**src/rtl/uart_receiver_if.sv**
```systemverilog
// Byte-level side of the UART receiver: serial line in, recovered byte and status out.
interface uart_receiver_if;
  logic       rx;
  logic [7:0] out;
  logic       done;
  logic       busy;
  logic       err;

  modport master (output rx, input out, done, busy, err);
  modport slave  (input rx, output out, done, busy, err);
endinterface

```
**src/rtl/uart_receiver.sv**
```systemverilog
// 8N1 UART receiver: oversampled start/data/stop recovery using a clock-enable tick,
// one-cycle done strobe per good byte, sticky framing error.
module uart_receiver #(
  parameter int unsigned CLOCK_RATE         = 100000000,
  parameter int unsigned BAUD_RATE          = 9600,
  parameter int unsigned RX_OVERSAMPLE_RATE = 16
) (
  input  logic            clk,
  input  logic            reset,
  uart_receiver_if.slave  bus
);

  localparam int unsigned TICK_DIV = CLOCK_RATE / (BAUD_RATE * RX_OVERSAMPLE_RATE);
  localparam int unsigned HALF     = RX_OVERSAMPLE_RATE / 2;
  localparam int unsigned TICK_W   = (TICK_DIV < 2) ? 1 : $clog2(TICK_DIV);
  localparam int unsigned CNT_W    = $clog2(RX_OVERSAMPLE_RATE);

  if (TICK_DIV < 2) begin : gTickDivCheck
    $error("uart_receiver: TICK_DIV must be at least 2");
  end
  if ((RX_OVERSAMPLE_RATE < 4) || (RX_OVERSAMPLE_RATE % 2 != 0)) begin : gOversampleCheck
    $error("uart_receiver: RX_OVERSAMPLE_RATE must be even and at least 4");
  end

  typedef enum logic [1:0] {IDLE, START, DATA, STOP} state_t;

  state_t            state, stateNext;
  logic [TICK_W-1:0] tickCnt;
  logic              tick;
  logic              rxMeta, rxs;
  logic [CNT_W-1:0]  cnt, cntNext;
  logic [2:0]        idx, idxNext;
  logic [7:0]        sh, shNext;
  logic [7:0]        outReg, outNext;
  logic              doneReg, doneNext;
  logic              busyReg, busyNext;
  logic              errReg, errNext;
  logic              armed, armedNext;

  assign tick     = (tickCnt == TICK_W'(TICK_DIV - 1));
  assign bus.out  = outReg;
  assign bus.done = doneReg;
  assign bus.busy = busyReg;
  assign bus.err  = errReg;

  // State, datapath, synchronizer and tick divider registers
  always_ff @(posedge clk) begin
    if (reset) begin
      tickCnt <= '0;
      rxMeta  <= 1'b1;
      rxs     <= 1'b1;
      state   <= IDLE;
      cnt     <= '0;
      idx     <= '0;
      sh      <= '0;
      outReg  <= 8'h00;
      doneReg <= 1'b0;
      busyReg <= 1'b0;
      errReg  <= 1'b0;
      armed   <= 1'b0;
    end else begin
      tickCnt <= tick ? '0 : tickCnt + TICK_W'(1);
      rxMeta  <= bus.rx;
      rxs     <= rxMeta;
      state   <= stateNext;
      cnt     <= cntNext;
      idx     <= idxNext;
      sh      <= shNext;
      outReg  <= outNext;
      doneReg <= doneNext;
      busyReg <= busyNext;
      errReg  <= errNext;
      armed   <= armedNext;
    end
  end

  // Frame sequencing; everything advances only on oversample ticks
  always_comb begin
    stateNext = state;
    cntNext   = cnt;
    idxNext   = idx;
    shNext    = sh;
    outNext   = outReg;
    doneNext  = 1'b0;
    errNext   = errReg;
    armedNext = armed;

    if (tick) begin
      unique case (state)
        IDLE: begin
          // Requiring a high sample first keeps a held-low line from retriggering
          if (rxs) begin
            armedNext = 1'b1;
          end else if (armed) begin
            stateNext = START;
            cntNext   = '0;
            armedNext = 1'b0;
          end
        end
        START: begin
          if (cnt == CNT_W'(HALF - 1)) begin
            if (!rxs) begin
              stateNext = DATA;
              cntNext   = '0;
              idxNext   = '0;
            end else begin
              stateNext = IDLE;
            end
          end else begin
            cntNext = cnt + CNT_W'(1);
          end
        end
        DATA: begin
          if (cnt == CNT_W'(RX_OVERSAMPLE_RATE - 1)) begin
            shNext  = {rxs, sh[7:1]};
            cntNext = '0;
            if (idx == 3'd7) begin
              stateNext = STOP;
            end else begin
              idxNext = idx + 3'd1;
            end
          end else begin
            cntNext = cnt + CNT_W'(1);
          end
        end
        STOP: begin
          if (cnt == CNT_W'(RX_OVERSAMPLE_RATE - 1)) begin
            if (rxs) begin
              outNext  = sh;
              doneNext = 1'b1;
              errNext  = 1'b0;
            end else begin
              errNext = 1'b1;
            end
            stateNext = IDLE;
            cntNext   = '0;
          end else begin
            cntNext = cnt + CNT_W'(1);
          end
        end
        default: stateNext = IDLE;
      endcase
    end

    busyNext = (stateNext != IDLE);
  end

endmodule

```
**src/flat_wrapper.sv**
```systemverilog
// flat-port wrapper written by rule: the top's interface ports become plain ports
module uart_receiver_flat 
#(
  parameter int unsigned CLOCK_RATE         = 100000000,
  parameter int unsigned BAUD_RATE          = 9600,
  parameter int unsigned RX_OVERSAMPLE_RATE = 16
)
  (clk, reset, bus_rx, bus_out, bus_done, bus_busy, bus_err);
  uart_receiver_if bus_i ();
  input  logic clk;
  input  logic reset;
  input wire logic [$bits(bus_i.rx)-1:0] bus_rx;
  output wire logic [$bits(bus_i.out)-1:0] bus_out;
  output wire logic [$bits(bus_i.done)-1:0] bus_done;
  output wire logic [$bits(bus_i.busy)-1:0] bus_busy;
  output wire logic [$bits(bus_i.err)-1:0] bus_err;
  assign bus_i.rx = bus_rx;
  assign bus_out = bus_i.out;
  assign bus_done = bus_i.done;
  assign bus_busy = bus_i.busy;
  assign bus_err = bus_i.err;
  uart_receiver #(.CLOCK_RATE(CLOCK_RATE), .BAUD_RATE(BAUD_RATE), .RX_OVERSAMPLE_RATE(RX_OVERSAMPLE_RATE)) u_core (.clk(clk), .reset(reset), .bus(bus_i));
endmodule
```
**config.mk**
```make
export PLATFORM = sky130hd
export DESIGN_NAME = uart_receiver_flat
export DESIGN_NICKNAME = d
export VERILOG_FILES = /design/src/rtl/uart_receiver_if.sv /design/src/rtl/uart_receiver.sv /design/src/flat_wrapper.sv
export SDC_FILE = /design/constraint.sdc
export NUM_CORES = 1
export LEC_CHECK = 0
export BUFFER_PORTS_ARGS = -buffer_cell sky130_fd_sc_hd__buf_4
export CORE_MARGIN = 1.5
export CORE_UTILIZATION = 45
export CTS_BUF_LIST = sky130_fd_sc_hd__clkbuf_2
export CTS_CLUSTER_SIZE = 28
export DETAILED_ROUTE_END_ITERATION = 10
export PLACE_DENSITY = 0.65
export SLEW_MARGIN = 25
export SYNTH_ARGS = -nofsm -noshare
export SYNTH_HDL_FRONTEND = slang
export SYNTH_SLANG_ARGS = --single-unit
```
**constraint.sdc**
```tcl
create_clock -name clk -period 5.4 [get_ports clk]
set_input_delay 0 -clock clk [delete_from_list [all_inputs] [get_ports clk]]
set_output_delay 0 -clock clk [all_outputs]
set_load 0.1 [all_outputs]
```
==> impl_metrics.xml, run 1 <==
<?xml version="1.0" encoding="UTF-8"?>
<metrics>
  <group name="logic_synthesis">
    <metric name="synth-seq-cells" unit="">41</metric>
    <metric name="synth_top_area_share" unit="%">45.43</metric>
    <metric name="synthesis.nets" unit="">201</metric>
    <metric name="post_synth_inst_count" unit="">188</metric>
    <metric name="post_synth_most_frequent_cells" unit="">dfxtp_1 (41), nor2_1 (24), nand2_1 (12)</metric>
    <metric name="fraction_of_registers_with_async_set_reset" unit="%">0</metric>
    <metric name="mapped_cell_area" unit="mm2">0.001807</metric>
    <metric name="synth.lib_cells_used.distinct" unit="">44</metric>
    <metric name="synthesis.area_per_instance" unit="um2">9.610</metric>
    <metric name="synth_area_leader_cell" unit="">dfxtp_1</metric>
    <metric name="synth_top_flop_cell" unit="">dfxtp_1</metric>
    <metric name="synth_most_common_cell" unit="">dfxtp_1</metric>
    <metric name="yosys_warnings" unit="">0</metric>
    <metric name="netlist_top_cells_area" unit="">dfxtp_1 (45%), ha_1 (6.9%), mux2i_1 (5.0%)</metric>
    <metric name="synth-edff-count" unit="">0</metric>
    <metric name="ys_seq_area_share" unit="%">45.43</metric>
  </group>
  <group name="clock_network">
    <metric name="clk_transition_reported_paths" unit="ns">0.21</metric>
    <metric name="cts.repair.resized" unit="">0</metric>
    <metric name="ctsLongestPathBuffers" unit="">2</metric>
    <metric name="clock_latency" unit="ns">0.41</metric>
    <metric name="cts-root-buf" unit="">clkbuf_2</metric>
    <metric name="post_cts_setup_repair_buffer_count" unit="">0</metric>
    <metric name="htree_levels" unit="">2</metric>
    <metric name="numCtsBuffers" unit="">5</metric>
    <metric name="clock_tree_from_tritoncts" unit="">yes</metric>
    <metric name="cts_sinks" unit="">41</metric>
  </group>
  <group name="timing">
    <metric name="final.setup_skew" unit="ns">0.02320</metric>
    <metric name="final.setup.tns" unit="ns">0</metric>
    <metric name="setup_repair_after_global_routing_missed_its_margin" unit="">false</metric>
    <metric name="layout_worst_path_cycle_share" unit="%">44.12</metric>
    <metric name="finalCriticalPeriod" unit="ns">2.383</metric>
    <metric name="timing.max_slew.rel_slack" unit="%">55.67</metric>
    <metric name="slew_viol_final" unit="">0</metric>
    <metric name="finalHoldViolCount" unit="">0</metric>
    <metric name="worst_slew_pin_slew" unit="ns">0.6599</metric>
    <metric name="finalSetupViolCount" unit="">0</metric>
    <metric name="max_freq" unit="MHz">419.7</metric>
    <metric name="timing.final.ws_setup" unit="ns">3.017</metric>
  </group>
  <group name="worst_setup_path">
    <metric name="slowest_stage" unit="">nor4_4</metric>
    <metric name="critical_path_required" unit="ns">5.76</metric>
    <metric name="cp_cell_sequence" unit="">inv_1, ha_1, nand4b_1, nor4_4, and4_1, nor2b_1, a22o_1</metric>
    <metric name="critical_path.max_stage_delay" unit="ns">0.60</metric>
    <metric name="crit_path_max_fo" unit="">12</metric>
    <metric name="timing.reg2reg.worst_path_depth" unit="">7</metric>
    <metric name="crit_start" unit="">u_core.tickCnt[0]</metric>
    <metric name="end_kind" unit="">flop</metric>
    <metric name="worstReg2RegStart" unit="">u_core.tickCnt[0]</metric>
    <metric name="worst_ep_arrival_time" unit="ns">2.74</metric>
    <metric name="regToRegEndpoint" unit="">u_core.bus.out[7]</metric>
    <metric name="start_kind" unit="">flop</metric>
    <metric name="worst-r2r-setup-slack" unit="ns">3.02</metric>
    <metric name="critPathKind" unit="">flop to flop</metric>
  </group>
  <group name="worst_hold_path">
    <metric name="hold_end" unit="">u_core.rxMeta</metric>
    <metric name="hp-start" unit="">bus_rx</metric>
    <metric name="hold_class" unit="">input port to flop</metric>
    <metric name="whs_path_depth" unit="">3</metric>
  </group>
  <group name="route">
    <metric name="detail-route-antenna-nets" unit="">0</metric>
    <metric name="drt_pass1_iterations" unit="">4</metric>
    <metric name="wire_per_inst" unit="um">12.90</metric>
    <metric name="drt_drc_violations_left" unit="">0</metric>
    <metric name="routed_wirelength" unit="um">3250</metric>
    <metric name="avgViaCountPerCell" unit="">5.401</metric>
    <metric name="route.vias.total" unit="">1361</metric>
    <metric name="detail_route.iter0.violations" unit="">100</metric>
  </group>
  <group name="cells_and_area">
    <metric name="num-nets-final" unit="">216</metric>
    <metric name="drive_above_1_share" unit="%">15.20</metric>
    <metric name="antenna-diode-count" unit="">0</metric>
    <metric name="fillers" unit="">333</metric>
    <metric name="area.sequential" unit="um2">820.8</metric>
    <metric name="multiInputGateArea" unit="um2">928.4</metric>
    <metric name="layout-area-overhead-vs-synth" unit="%">11.63</metric>
  </group>
  <group name="placement">
    <metric name="portBuffers" unit="">13</metric>
    <metric name="place_hpwl" unit="um">2359</metric>
    <metric name="dp_worst_setup_slack" unit="ns">3.043</metric>
    <metric name="gp_congestion" unit="">0.8655</metric>
  </group>
  <group name="global_routing">
    <metric name="grt_overflow_total" unit="">0</metric>
    <metric name="grt_pass1_vias" unit="">1302</metric>
    <metric name="grt_start_max_net_pins" unit="">26</metric>
    <metric name="antenna_found_initial" unit="">0</metric>
    <metric name="grt.total_usage" unit="%">16.49</metric>
    <metric name="wire_length_of_the_first_global_routing_pass" unit="um">5582</metric>
  </group>
  <group name="run">
    <metric name="maxCapViolations" unit="">0</metric>
  </group>
  <group name="floorplanning">
    <metric name="floorplan.die.height" unit="um">66.37</metric>
    <metric name="dieArea" unit="mm2">0.004404</metric>
    <metric name="core_area" unit="mm2">0.003771</metric>
    <metric name="boundaryPins" unit="">14</metric>
    <metric name="fp.dieW" unit="um">66.37</metric>
    <metric name="placementRows" unit="">22</metric>
    <metric name="initial_core_util" unit="%">47.91</metric>
  </group>
  <group name="pwr">
    <metric name="p_per_area" unit="mW/mm2">260.4</metric>
    <metric name="p_leak" unit="nW">0.7574</metric>
    <metric name="power.ir.vdd_worst" unit="V">0.0001824</metric>
  </group>
  <group name="outcome">
    <metric name="status" unit="">completed</metric>
  </group>
</metrics>
==> state kept, by name, summed over array words and instances (netlist names) <==
register / cells
u_core.tickCnt: 10
u_core.bus.err: 1
u_core.bus.done: 1
u_core.rxs: 1
u_core.bus.busy: 1
u_core.sh: 8
u_core.rxMeta: 1
u_core.bus.out: 8
u_core.cnt: 4
u_core.idx: 3
u_core.state: 2
u_core.armed: 1
==> stage by stage <==
stage | area (um2) | cells | hold slack (ns) | util (%) | power (W)
global route | 2017 | 252 | 0.3344 | 53.48 | 0.0005460
floorplan | 1807 | 188 | 0.1038 | - | 0.0003404
CTS | 2017 | 252 | 0.3095 | 53.48 | 0.0005308
finish | 2017 | 252 | 0.3301 | 53.48 | 0.0005253
detailed placement | 1926 | 242 | 0.1915 | 51.06 | 0.0003482
global placement | 1926 | 242 | 0.1871 | 51.06 | 0.0003468
==> final cells by class <==
| type | instances | area share (%) |
|---|---|---|
| multi-input combinational | 135 | 46.03 |
| sequential | 41 | 40.69 |
| timing repair buffer | 15 | 5.831 |
| tap | 48 | 2.978 |
| clock inverter | 3 | 2.295 |
| clock buffer | 5 | 1.241 |
| inverter | 5 | 0.9305 |
==> critical path, delay by kind of cell (launching register included) <==
family | cells | cell delay [ns]
AO/OA/AOI/OAI | 1 | 0.20
adder cells (fa/ha/maj) | 1 | 0.15
buffers and inverters | 1 | 0.06
flip-flops | 1 | 0.38
AND/OR/NAND/NOR | 4 | 1.54
==> layer usage <==
layer / GRT usage [%] / share of wire, % / up-vias
li1: - / - / 686
met1: 18.73 / 47 / 642
met2: 28.75 / 48 / 24
met3: 3.918 / 3.8 / 9
met4: 7.908 / 1.8 / 0
met5: 0 / 0 / -
==> repair_timing <==
item | CTS | global route
hold buffers | 2 | 0
endpoints found under the setup margin | 0 | 0
hold endpoints to repair | 21 | 0
==> cells in the final DEF (no fill, tap or decap), drive strengths merged, types with 4 or more instances in the layout <==
master	count
clkbuf	5
mux2i	9
nor2	24
inv	5
xnor2	4
dfxtp	41
ha	10
and3	4
buf	13
o21ai	6
a22o	8
nand3	7
a21oi	11
nand2	13
or2	7
==> cells by family after synthesis <==
logic type | after synthesis | synth area share, %
fa+ha+maj | 10 | 6.925
mux | 9 | 4.986
flops | 41 | 45.43
simple gates | 77 | 24.17
compound gates | 32 | 11.91
xor+xnor | 7 | 3.393
buf+inv | 12 | 3.185
==> worst max path at each step <==
stage                             end  slack (ns)  depth (start not counted)
finish              u_core.bus.out[7]        3.02                          7
global route        u_core.bus.out[7]        2.81                          7
CTS                 u_core.bus.out[7]        2.97                          7
detailed placement  u_core.bus.out[1]        3.04                          7
global placement    u_core.bus.out[0]        3.18                          5
floorplan               u_core.cnt[3]        3.58                          7
==> where the power goes <==
group,internal (W),switching (W)
Clock,0.0000789,0.000103
Sequential,0.000307,0.00000328
Combinational,0.0000116,0.0000211
Total,0.000398,0.000127
Note: power is estimated with default switching activity, not from simulation.
==> run 2, diff against run 1 <==
ABC_AREA = 1   (was default)
PLACE_DENSITY = 0.67   (was 0.65)
clock period = 1.9 ns   (was 5.4 ns; I/O delays follow)
==> impl_metrics.xml, run 2 <==
<?xml version="1.0" encoding="UTF-8"?>
<metrics>
  <group name="worst_setup_path">
    <metric name="crit_path_max_fo" unit="">10</metric>
    <metric name="end_kind" unit="">flop</metric>
    <metric name="start_kind" unit="">flop</metric>
    <metric name="worst_ep_arrival_time" unit="ns">2.00</metric>
    <metric name="critical_path_required" unit="ns">2.21</metric>
    <metric name="critPathKind" unit="">flop to flop</metric>
    <metric name="timing.reg2reg.worst_path_depth" unit="">8</metric>
  </group>
  <group name="timing">
    <metric name="setup_repair_after_global_routing_missed_its_margin" unit="">false</metric>
    <metric name="layout_worst_path_cycle_share" unit="%">89.26</metric>
    <metric name="slew_viol_final" unit="">0</metric>
    <metric name="timing.max_slew.rel_slack" unit="%">75.30</metric>
    <metric name="final.setup_skew" unit="ns">0.02615</metric>
    <metric name="final.setup.tns" unit="ns">0</metric>
    <metric name="finalSetupViolCount" unit="">0</metric>
    <metric name="finalHoldViolCount" unit="">0</metric>
    <metric name="finalCriticalPeriod" unit="ns">1.696</metric>
    <metric name="timing.final.ws_setup" unit="ns">0.2040</metric>
    <metric name="worst_slew_pin_slew" unit="ns">0.3694</metric>
    <metric name="max_freq" unit="MHz">589.6</metric>
  </group>
  <group name="logic_synthesis">
    <metric name="ys_seq_area_share" unit="%">40.77</metric>
    <metric name="synth_area_leader_cell" unit="">dfxtp_1</metric>
    <metric name="netlist_top_cells_area" unit="">dfxtp_1 (41%), nand2_1 (15%), ha_1 (6.2%)</metric>
    <metric name="synth-seq-cells" unit="">41</metric>
    <metric name="mapped_cell_area" unit="mm2">0.002013</metric>
    <metric name="synth_most_common_cell" unit="">nand2_1</metric>
    <metric name="post_synth_inst_count" unit="">274</metric>
    <metric name="fraction_of_registers_with_async_set_reset" unit="%">0</metric>
    <metric name="synth-edff-count" unit="">0</metric>
    <metric name="post_synth_most_frequent_cells" unit="">nand2_1 (79), dfxtp_1 (41), nor2_1 (29)</metric>
    <metric name="synth_top_area_share" unit="%">40.77</metric>
    <metric name="yosys_warnings" unit="">0</metric>
    <metric name="synthesis.nets" unit="">287</metric>
    <metric name="synth_top_flop_cell" unit="">dfxtp_1</metric>
    <metric name="synth.lib_cells_used.distinct" unit="">28</metric>
    <metric name="synthesis.area_per_instance" unit="um2">7.347</metric>
  </group>
  <group name="route">
    <metric name="drt_drc_violations_left" unit="">0</metric>
    <metric name="detail_route.iter0.violations" unit="">99</metric>
    <metric name="avgViaCountPerCell" unit="">5.009</metric>
    <metric name="route.vias.total" unit="">1753</metric>
    <metric name="drt_pass1_iterations" unit="">4</metric>
    <metric name="routed_wirelength" unit="um">3918</metric>
    <metric name="wire_per_inst" unit="um">11.19</metric>
    <metric name="detail-route-antenna-nets" unit="">0</metric>
  </group>
  <group name="placement">
    <metric name="portBuffers" unit="">13</metric>
    <metric name="place_hpwl" unit="um">2893</metric>
    <metric name="gp_congestion" unit="">0.8626</metric>
    <metric name="dp_worst_setup_slack" unit="ns">0.2046</metric>
    <metric name="placedInstanceArea" unit="mm2">0.002183</metric>
    <metric name="dp_cells" unit="">339</metric>
  </group>
  <group name="outcome">
    <metric name="status" unit="">completed</metric>
  </group>
  <group name="run">
    <metric name="maxCapViolations" unit="">0</metric>
  </group>
  <group name="cells_and_area">
    <metric name="largest_register_ffs" unit="">10</metric>
    <metric name="antenna-diode-count" unit="">0</metric>
    <metric name="fillers" unit="">430</metric>
    <metric name="post_route_non_filler_standard_cell_count" unit="">350</metric>
    <metric name="postLayoutCellArea" unit="mm2">0.002256</metric>
    <metric name="drive_above_1_share" unit="%">14.77</metric>
    <metric name="max_flop_register" unit="">u_core.tickCnt</metric>
    <metric name="final_common_cell" unit="">nand2_1</metric>
    <metric name="layout-area-overhead-vs-synth" unit="%">12.06</metric>
    <metric name="final_cell_mix" unit="">nand2_1 (79), dfxtp_1 (41), nor2_1 (29)</metric>
    <metric name="num-nets-final" unit="">310</metric>
  </group>
  <group name="worst_hold_path">
    <metric name="whs_path_depth" unit="">3</metric>
    <metric name="hold_class" unit="">input port to flop</metric>
  </group>
  <group name="global_routing">
    <metric name="grt_start_max_net_pins" unit="">17</metric>
    <metric name="antenna_found_initial" unit="">0</metric>
    <metric name="wire_length_of_the_first_global_routing_pass" unit="um">6762</metric>
    <metric name="grt_overflow_total" unit="">0</metric>
    <metric name="grt.total_usage" unit="%">16.99</metric>
    <metric name="grt_pass1_vias" unit="">1562</metric>
  </group>
  <group name="floorplanning">
    <metric name="core_area" unit="mm2">0.004324</metric>
    <metric name="floorplan.die.height" unit="um">69.89</metric>
    <metric name="fp.dieW" unit="um">69.89</metric>
    <metric name="initial_core_util" unit="%">46.56</metric>
    <metric name="placementRows" unit="">24</metric>
    <metric name="dieArea" unit="mm2">0.004884</metric>
    <metric name="boundaryPins" unit="">14</metric>
  </group>
  <group name="pwr">
    <metric name="power.ir.vdd_worst" unit="V">0.0003226</metric>
    <metric name="p_leak" unit="nW">0.9984</metric>
    <metric name="power_after_layout" unit="W">0.001289</metric>
    <metric name="p_per_area" unit="mW/mm2">571.3</metric>
  </group>
  <group name="clock_network">
    <metric name="numCtsBuffers" unit="">5</metric>
    <metric name="cts-root-buf" unit="">clkbuf_2</metric>
    <metric name="clk_transition_reported_paths" unit="ns">0.22</metric>
    <metric name="ctsLongestPathBuffers" unit="">2</metric>
    <metric name="clock_tree_from_tritoncts" unit="">yes</metric>
    <metric name="cts_sinks" unit="">41</metric>
    <metric name="htree_levels" unit="">2</metric>
    <metric name="post_cts_setup_repair_buffer_count" unit="">0</metric>
    <metric name="clock_latency" unit="ns">0.40</metric>
  </group>
</metrics>
==> run 2: changes by cell type in the layout (fill, tap and decap cells not counted), moves of 5 or more <==
cell,before,now
nand3_1,7,23
inv_1,5,22
nand2_1,12,79
nand4_1,1,12
inv_2,0,5
a21oi_1,10,15
a22o_1,8,0
nor2_1,24,29
mux2i_1,9,0
==> run 2: layer usage <==
metal	vias up	global-route usage (%)	wire length (um)
met1	783	22.65	1967
met4	0	7.692	61
li1	942	-	-
met5	-	0	0
met3	6	3.463	86
met2	22	26.56	1802
==> run 2: report_power, final <==
group | switching, W | total (W) | internal (W)
logic | 0.0000242 | 0.0000418 | 0.0000176
registers | 0.00000792 | 0.000877 | 0.000869
clock network | 0.000283 | 0.000370 | 0.0000871
total | 0.000315 | 0.00129 | 0.000974
==> run 2: kinds of logic after synthesis <==
group / count (synthesis) / synth area share (%)
AO/OA/AOI/OAI: 23 / 5.905
XOR/XNOR: 3 / 1.305
adder cells (fa/ha/maj): 10 / 6.215
buffers and inverters: 31 / 5.967
flip-flops: 41 / 40.77
AND/OR/NAND/NOR: 166 / 39.84
==> run 2: area by class of cell <==
type	count	area, um2	area share [%]
clock inverters	3	17.52	0.7765
multi-input cells	202	1072	47.53
clock buffers	5	25.02	1.109
well taps	52	65.06	2.884
inverters	28	105.1	4.659
flip-flops and latches	41	820.8	36.38
repair buffers	19	150.1	6.656
==> run 2: per-stage QoR <==
step	utilization, %	hold WS [ns]
after floorplan	-	0.06907
after global placement	50.49	0.1860
after detailed placement	50.49	0.1868
after CTS	52.17	0.4041
after global routing	52.17	0.3974
final	52.17	0.4292
==> run 2: worst max-delay path: stages, from the launching register on <==
cell	delay, ns
dfxtp_1	0.38
inv_1	0.06
ha_1	0.19
nand3_2	0.14
nor2_1	0.20
nand2_1	0.14
nand2_1	0.29
o21bai_1	0.16
a21oi_1	0.05
==> run 2: path summary, 6_finish.rpt <==
path                           from                end  slack, ns
setup / recovery  u_core.tickCnt[0]  u_core.tickCnt[7]       0.20
hold / removal                reset       u_core.sh[7]       0.43
hold reg to reg       u_core.rxMeta         u_core.rxs       0.44
setup reg to reg  u_core.tickCnt[0]  u_core.tickCnt[7]       0.20
==> run 2: repair_timing <==
| action | in CTS | in global routing |
|---|---|---|
| setup endpoints to repair | 0 | 0 |
| hold buffers | 3 | 0 |
| resized for setup | 0 | 0 |
| endpoints found under the hold margin | 22 | 0 |
